==> src/rtl/idex_stage_reg.sv <==
// ID/EX pipeline register.
// Detects load-use hazards and inserts a bubble for them. Inserts a bubble on a branch/jump
// flush. Writeback data is written through to the captured rs/rt operands. Saturating counters
// record how many stall and flush bubbles have been inserted.
module idex_stage_reg #(
    parameter int DATA_W  = 32,
    parameter int ALUOP_W = 4,
    parameter int CNT_W   = 16
) (
    input  logic               clk,
    input  logic               rstn,
    input  logic               IDvalid,
    input  logic [4:0]         IDrs,
    input  logic [4:0]         IDrt,
    input  logic               IDusesrt,
    input  logic [4:0]         IDrd,
    input  logic [DATA_W-1:0]  IDrsdata,
    input  logic [DATA_W-1:0]  IDrtdata,
    input  logic [DATA_W-1:0]  IDimm,
    input  logic               IDregwrite,
    input  logic               IDmemread,
    input  logic               IDmemwrite,
    input  logic               IDmemtoreg,
    input  logic               IDalusrc,
    input  logic [ALUOP_W-1:0] IDaluop,
    input  logic               WBregwrite,
    input  logic [4:0]         WBrd,
    input  logic [DATA_W-1:0]  WBdata,
    input  logic [1:0]         NPCOp,
    input  logic               memstall,
    output logic               IDEXvalid,
    output logic [4:0]         IDEXrs,
    output logic [4:0]         IDEXrt,
    output logic [4:0]         IDEXrd,
    output logic [DATA_W-1:0]  IDEXrsdata,
    output logic [DATA_W-1:0]  IDEXrtdata,
    output logic [DATA_W-1:0]  IDEXimm,
    output logic               IDEXregwrite,
    output logic               IDEXmemread,
    output logic               IDEXmemwrite,
    output logic               IDEXmemtoreg,
    output logic               IDEXalusrc,
    output logic [ALUOP_W-1:0] IDEXaluop,
    output logic               stall,
    output logic [CNT_W-1:0]   stallcnt,
    output logic [CNT_W-1:0]   flushcnt
);

    logic               valid_q,    valid_d;
    logic [4:0]         rs_q,       rs_d;
    logic [4:0]         rt_q,       rt_d;
    logic [4:0]         rd_q,       rd_d;
    logic [DATA_W-1:0]  rsdata_q,   rsdata_d;
    logic [DATA_W-1:0]  rtdata_q,   rtdata_d;
    logic [DATA_W-1:0]  imm_q,      imm_d;
    logic               regwrite_q, regwrite_d;
    logic               memread_q,  memread_d;
    logic               memwrite_q, memwrite_d;
    logic               memtoreg_q, memtoreg_d;
    logic               alusrc_q,   alusrc_d;
    logic [ALUOP_W-1:0] aluop_q,    aluop_d;
    logic [CNT_W-1:0]   stallcnt_q, stallcnt_d;
    logic [CNT_W-1:0]   flushcnt_q, flushcnt_d;

    logic               flush;
    logic               haz;
    logic [DATA_W-1:0]  rs_wt;
    logic [DATA_W-1:0]  rt_wt;

    // Load-use hazard detection, flush decode and writeback write-through operand selection
    always_comb begin
        flush = (NPCOp != 2'b00);
        haz   = valid_q & memread_q & (rd_q != 5'd0) & IDvalid &
                ((rd_q == IDrs) | (IDusesrt & (rd_q == IDrt)));
        stall = haz & ~flush & ~memstall;
        rs_wt = (WBregwrite && (WBrd != 5'd0) && (WBrd == IDrs)) ? WBdata : IDrsdata;
        rt_wt = (WBregwrite && (WBrd != 5'd0) && (WBrd == IDrt)) ? WBdata : IDrtdata;
    end

    // Next-state selection: freeze > flush bubble > load-use bubble > capture
    always_comb begin
        valid_d    = valid_q;
        rs_d       = rs_q;
        rt_d       = rt_q;
        rd_d       = rd_q;
        rsdata_d   = rsdata_q;
        rtdata_d   = rtdata_q;
        imm_d      = imm_q;
        regwrite_d = regwrite_q;
        memread_d  = memread_q;
        memwrite_d = memwrite_q;
        memtoreg_d = memtoreg_q;
        alusrc_d   = alusrc_q;
        aluop_d    = aluop_q;
        stallcnt_d = stallcnt_q;
        flushcnt_d = flushcnt_q;
        if (!memstall) begin
            if (flush || haz) begin
                valid_d    = 1'b0;
                rs_d       = '0;
                rt_d       = '0;
                rd_d       = '0;
                rsdata_d   = '0;
                rtdata_d   = '0;
                imm_d      = '0;
                regwrite_d = 1'b0;
                memread_d  = 1'b0;
                memwrite_d = 1'b0;
                memtoreg_d = 1'b0;
                alusrc_d   = 1'b0;
                aluop_d    = '0;
                // flush takes precedence, so a simultaneous hazard is not counted as a stall
                if (flush) begin
                    if (flushcnt_q != '1) flushcnt_d = flushcnt_q + 1'b1;
                end else begin
                    if (stallcnt_q != '1) stallcnt_d = stallcnt_q + 1'b1;
                end
            end else begin
                valid_d    = IDvalid;
                rs_d       = IDrs;
                rt_d       = IDrt;
                rd_d       = IDrd;
                rsdata_d   = rs_wt;
                rtdata_d   = rt_wt;
                imm_d      = IDimm;
                regwrite_d = IDvalid & IDregwrite;
                memread_d  = IDvalid & IDmemread;
                memwrite_d = IDvalid & IDmemwrite;
                memtoreg_d = IDvalid & IDmemtoreg;
                alusrc_d   = IDvalid & IDalusrc;
                aluop_d    = IDaluop;
            end
        end
    end

    // Pipeline register and counters with synchronous active-low reset
    always_ff @(posedge clk) begin
        if (!rstn) begin
            valid_q    <= 1'b0;
            rs_q       <= '0;
            rt_q       <= '0;
            rd_q       <= '0;
            rsdata_q   <= '0;
            rtdata_q   <= '0;
            imm_q      <= '0;
            regwrite_q <= 1'b0;
            memread_q  <= 1'b0;
            memwrite_q <= 1'b0;
            memtoreg_q <= 1'b0;
            alusrc_q   <= 1'b0;
            aluop_q    <= '0;
            stallcnt_q <= '0;
            flushcnt_q <= '0;
        end else begin
            valid_q    <= valid_d;
            rs_q       <= rs_d;
            rt_q       <= rt_d;
            rd_q       <= rd_d;
            rsdata_q   <= rsdata_d;
            rtdata_q   <= rtdata_d;
            imm_q      <= imm_d;
            regwrite_q <= regwrite_d;
            memread_q  <= memread_d;
            memwrite_q <= memwrite_d;
            memtoreg_q <= memtoreg_d;
            alusrc_q   <= alusrc_d;
            aluop_q    <= aluop_d;
            stallcnt_q <= stallcnt_d;
            flushcnt_q <= flushcnt_d;
        end
    end

    assign IDEXvalid    = valid_q;
    assign IDEXrs       = rs_q;
    assign IDEXrt       = rt_q;
    assign IDEXrd       = rd_q;
    assign IDEXrsdata   = rsdata_q;
    assign IDEXrtdata   = rtdata_q;
    assign IDEXimm      = imm_q;
    assign IDEXregwrite = regwrite_q;
    assign IDEXmemread  = memread_q;
    assign IDEXmemwrite = memwrite_q;
    assign IDEXmemtoreg = memtoreg_q;
    assign IDEXalusrc   = alusrc_q;
    assign IDEXaluop    = aluop_q;
    assign stallcnt     = stallcnt_q;
    assign flushcnt     = flushcnt_q;

endmodule

==> config.mk <==
export PLATFORM = sky130hd
export DESIGN_NAME = idex_stage_reg
export DESIGN_NICKNAME = d
export VERILOG_FILES = /design/src/rtl/idex_stage_reg.sv
export SDC_FILE = /design/constraint.sdc
export NUM_CORES = 1
export LEC_CHECK = 0
export BUFFER_PORTS_ARGS = -buffer_cell sky130_fd_sc_hd__buf_2
export CAP_MARGIN = 10
export CORE_ASPECT_RATIO = 1.5
export CORE_MARGIN = 2
export CORE_UTILIZATION = 41
export DETAILED_ROUTE_END_ITERATION = 12
export GPL_TIMING_DRIVEN = 0
export PLACE_DENSITY = 0.74
export SYNTH_ARGS = -nofsm -noshare
export SYNTH_HDL_FRONTEND = slang
export SYNTH_SLANG_ARGS = --single-unit
==> constraint.sdc <==
create_clock -name clk -period 1.7 [get_ports clk]
set_input_delay 0.17 -clock clk [delete_from_list [all_inputs] [get_ports clk]]
set_output_delay 0.17 -clock clk [all_outputs]
set_load 0.01 [all_outputs]
After elaboration in Yosys (flattened, before gate mapping)

Cells that the tools add are included.

Bitwise logic cells: 15
Equality and inequality tests: 6
Muxes and demuxes: 15
Add/subtract/negate cells: 2
Reduce and logical (&&, ||, !) cells: 9

Operator list:

| kind                  | count |
|---|---|
| $mux 32               | 5 |
| $add 16x1->16 const B | 2 |
| $ne 16x16->1 const B  | 2 |
| $eq 5x5->1            | 4 |
| $mux 5                | 3 |
| $and 1x1->1           | 12 |
| $reduce_bool 5->1     | 2 |
| $reduce_and 4->1      | 2 |
| $mux 1                | 6 |
| $mux 4                | 1 |
| $logic_and 1x1->1     | 3 |
| $not 1->1             | 2 |
| $reduce_bool 2->1     | 1 |
| $logic_or 1x1->1      | 1 |
| $or 1x1->1            | 1 |

Flip-flop bits (word level): 153
Input bits: 165
Output and inout port bits: 154

Longest topological paths before layout

Word-level depth: 6
Mapped depth: 8
Gate-level depth less buffers: 6

Worst setup path after synthesis

No wires, ideal clock.

Path type: register to register
From: register rd_q[4] (netlist: IDEXrd[4])
To: register imm_q[30] (netlist: IDEXimm[30])
Slack: -0.147 ns
Arrival: 1.730 ns
Cell stages (with the launch flop): 9
Period minus slack after synthesis: 1.847 ns
Buffers on the path: 2
Path through: dfxtp_1 xnor2_1 nand3_1 o22ai_4 nand2_1 and3_1 buf_2 buf_6 a22o_1

Cells in the longest elaborated chain, start to end: 6
Elaborated cells on any way between the ends: 10

RTL lines:

| item                                                   | line   | RTL |
|---|---|---|
| from (decl)                                            | 52     | `logic [4:0] rd_q, rd_d;` |
| from (signal assigned)                                 | 158    | `rd_q <= rd_d;` |
| $eq 5x5->1 / $reduce_bool 5->1 (equally long branches) | 74, 73 |  |
| $and 1x1->1 (on tied branches)                         | 74, 73 |  |
| $or 1x1->1 / $and 1x1->1 (equally long branches)       | 74, 73 |  |
| $and 1x1->1 *                                          | 73     | `haz = valid_q & memread_q & (rd_q != 5'd0) & IDvalid &` |
| $logic_or 1x1->1 *                                     | 98     | `if (flush \|\| haz) begin` |
| $mux 32 *                                              | 98     |  |
| to (signal assigned)                                   | 161    | `imm_q <= imm_d;` |
| to (decl)                                              | 55     | `logic [DATA_W-1:0] imm_q, imm_d;` |

Every way passes the cells marked *; elsewhere a longest branch is shown, timed or not.
A chain may end at the register's enable or synchronous reset.

Worst setup path in the final report

From: register rd_q[0] (netlist: IDEXrd[0])
To: register imm_q[15] (netlist: IDEXimm[15])

Same word-level chain as after synthesis.

==> qor.yml <==
status: "finished with violations"
violations: "negative setup slack"
antenna_found_initial: 1
final-setup-viol-count: 125
drive_above_1_share: 0.446
relSlewSlack: 0.571
cp-start-kind: "flop"
tritoncts.num_buffers: 17
p_leak_uw: 0.00432
fin_crit_sh: 1.09
overflow: 0
busiest_layer: "met2"
die_h_um: 154
syn2layout_area_growth_pct: 58.6
vias_per_cell: 5.14
ys_warn_count: 0
final_cell_mix: "buf_2, dfxtp_1, nand2_1"
netlist_instances: 630
nNetsFinal: 1206
dr.pass1.iters: 5
num-fill-cells: 1193
min_path_type: "input pin to flop"
wl_per_cell_um: 17.6
use_met1: 0.253
h-tree-depth: 4
finalWeightedCongestion: 0.874
use_met2: 0.501
rows: 55
cts_sinks: 153
syn_nets: 797
rsz0062_at_grt: "true"
worst_slack_ns: -0.158
worst_pin_slew_ns: 0.644
postSynthAreaPerCell_um2: 9.81
yosys.area.top_type: "dfxtp_1"
clk_path_buf_depth: 2
postRouteAntennaNets: 0
final_util: 0.657
cellPowerDensity_mw_per_mm2: 877
dr_total_vias: 6425
grt_pass1_vias: 6593
grt_max_degree: 17
die_area_mm2: 0.0161
cts-root-buf: "clkbuf_16"
synth_top_area_frac: 0.495
crit_fanout: 7
wl_um: 22000
port_buffers: 318
period_needed_ns: 1.86
syn_area_mm2: 0.00618
slew_violations: 0
max_cap_viol_count: 0
skew_ns: 0.00976
ir_drop_mv: 0.568
worst-setup-path-type: "flop to flop"
worstPathArrival_ns: 2.16
ys_types: 42
drtIter0Drc: 251
tns_ns: -9.71
layout_commonest_cell: "buf_2"
grt_pass1_wl_um: 33100
grtUsageTotal: 0.261
die_w_um: 104
synth_area_leaders: "dfxtp_1, mux2i_1, a22o_1, nand2_1, o21ai_0"
gr-usage-met3: 0.0729
hpwl_um: 15400
clkTransAtPathRegs_ns: 0.07
yosys_register_bits: 153
core_mm2: 0.0149
timing.fmax_mhz: 538
drc: 0
num_io_pins: 319
initial_core_util: 0.414
cts_tree: "built"
hold_viol: 0
cp-end-kind: "flop"
synth_seq_area_share: 0.495
cp.required_ns: 2.00
insertion_delay_ns: 0.41
diodes: 0
[registers in the layout (all words and copies together) (netlist names)]
signal and cells:
IDEXrsdata 32, IDEXrt 5, IDEXrs 5, IDEXregwrite 1
IDEXaluop 4, IDEXimm 32, IDEXmemwrite 1, IDEXmemtoreg 1
stallcnt 16, IDEXrd 5, IDEXmemread 1, flushcnt 16
IDEXalusrc 1, IDEXvalid 1, IDEXrtdata 32
[layer usage]
| metal | vias up | part of all wire |
|---|---|---|
| met5 | - | 0.00077 |
| met3 | 62 | 0.072 |
| met4 | 2 | 0.033 |
| met1 | 2971 | 0.35 |
| li1 | 3108 | - |
| met2 | 282 | 0.54 |
[Yosys cell counts (all sizes together)]
master	n
o21a	1
or3	7
xnor2	24
and2	2
o31a	1
clkinv	1
a31o	1
dfxtp	153
clkbuf	26
a32o	5
a211o	1
nor3	6
and4	3
o31ai	7
nand4	10
ha	2
inv	5
mux2i	66
a22o	52
buf	12
nand2	82
or4	8
nand3	22
a21oi	14
xor2	8
and3	3
o22ai	1
nand2b	3
nor4	6
nor2	23
o21ai	75
[final timing paths]
check                           cells after the start      startpoint             end  slack, ns
worst max-delay path                                8       IDEXrd[0]     IDEXimm[15]      -0.16
worst min register to register                      2  IDEXrsdata[16]  IDEXrsdata[16]       0.44
worst min-delay path                                3     IDrsdata[2]   IDEXrsdata[2]       0.02
worst max register to register                      8       IDEXrd[0]     IDEXimm[15]      -0.16
[power breakdown]
part           internal [uW]  switching, uW  leakage, uW
clock                   2500           1560     0.000305
combinational            430            422      0.00277
sequential              3650           51.6      0.00125
[critical path, stage by stage, from the launching register on]
cell     delay [ns]
dfxtp_4        0.42
xnor2_4        0.13
nand3_2        0.10
o22ai_4        0.30
nand2_2        0.10
and3_4         0.20
buf_8          0.15
buf_8          0.13
a22o_1         0.20
[cell families after synthesis]
logic type	synth area share
compound gates	0.172
xor+xnor	0.0453
fa+ha+maj	0.00405
buf+inv	0.0350
flops	0.495
mux	0.107
simple gates	0.142
[area by class of cell]
class / count / area [um2] / share of cell area
multi-input combinational: 433 / 3150 / 0.321
sequential: 153 / 3120 / 0.318
timing repair buffer: 390 / 2320 / 0.237
clock buffer: 20 / 478 / 0.0487
buffer: 38 / 307 / 0.0313
tap: 199 / 249 / 0.0254
clock inverter: 11 / 158 / 0.0161
inverter: 6 / 22.5 / 0.00230
[stage by stage]
step                      setup WS [ns]  hold WS (ns)  instances  power, uW  instance area, um2
final                            -0.158        0.0172       1250       8600                9810
after global routing             -0.225       0.00323       1250       8900                9810
after CTS                        -0.134      0.000228       1240       8640                9530
after detailed placement         -0.636         0.382       1147       4470                8060
after global placement           -0.590         0.379       1147       4460                8060
after floorplan                 0.00141         0.295        630       4080                6220
[what timing repair did]
action,4_1_cts,5_1_grt
endpoints found under the hold margin,43,0
pin swaps,30,18
gates cloned,3,2
buffers inserted,16,10
gates resized for setup,69,89
hold buffers,43,0
endpoints found under the setup margin,147,148
Note: power is estimated with default switching activity, not from simulation.
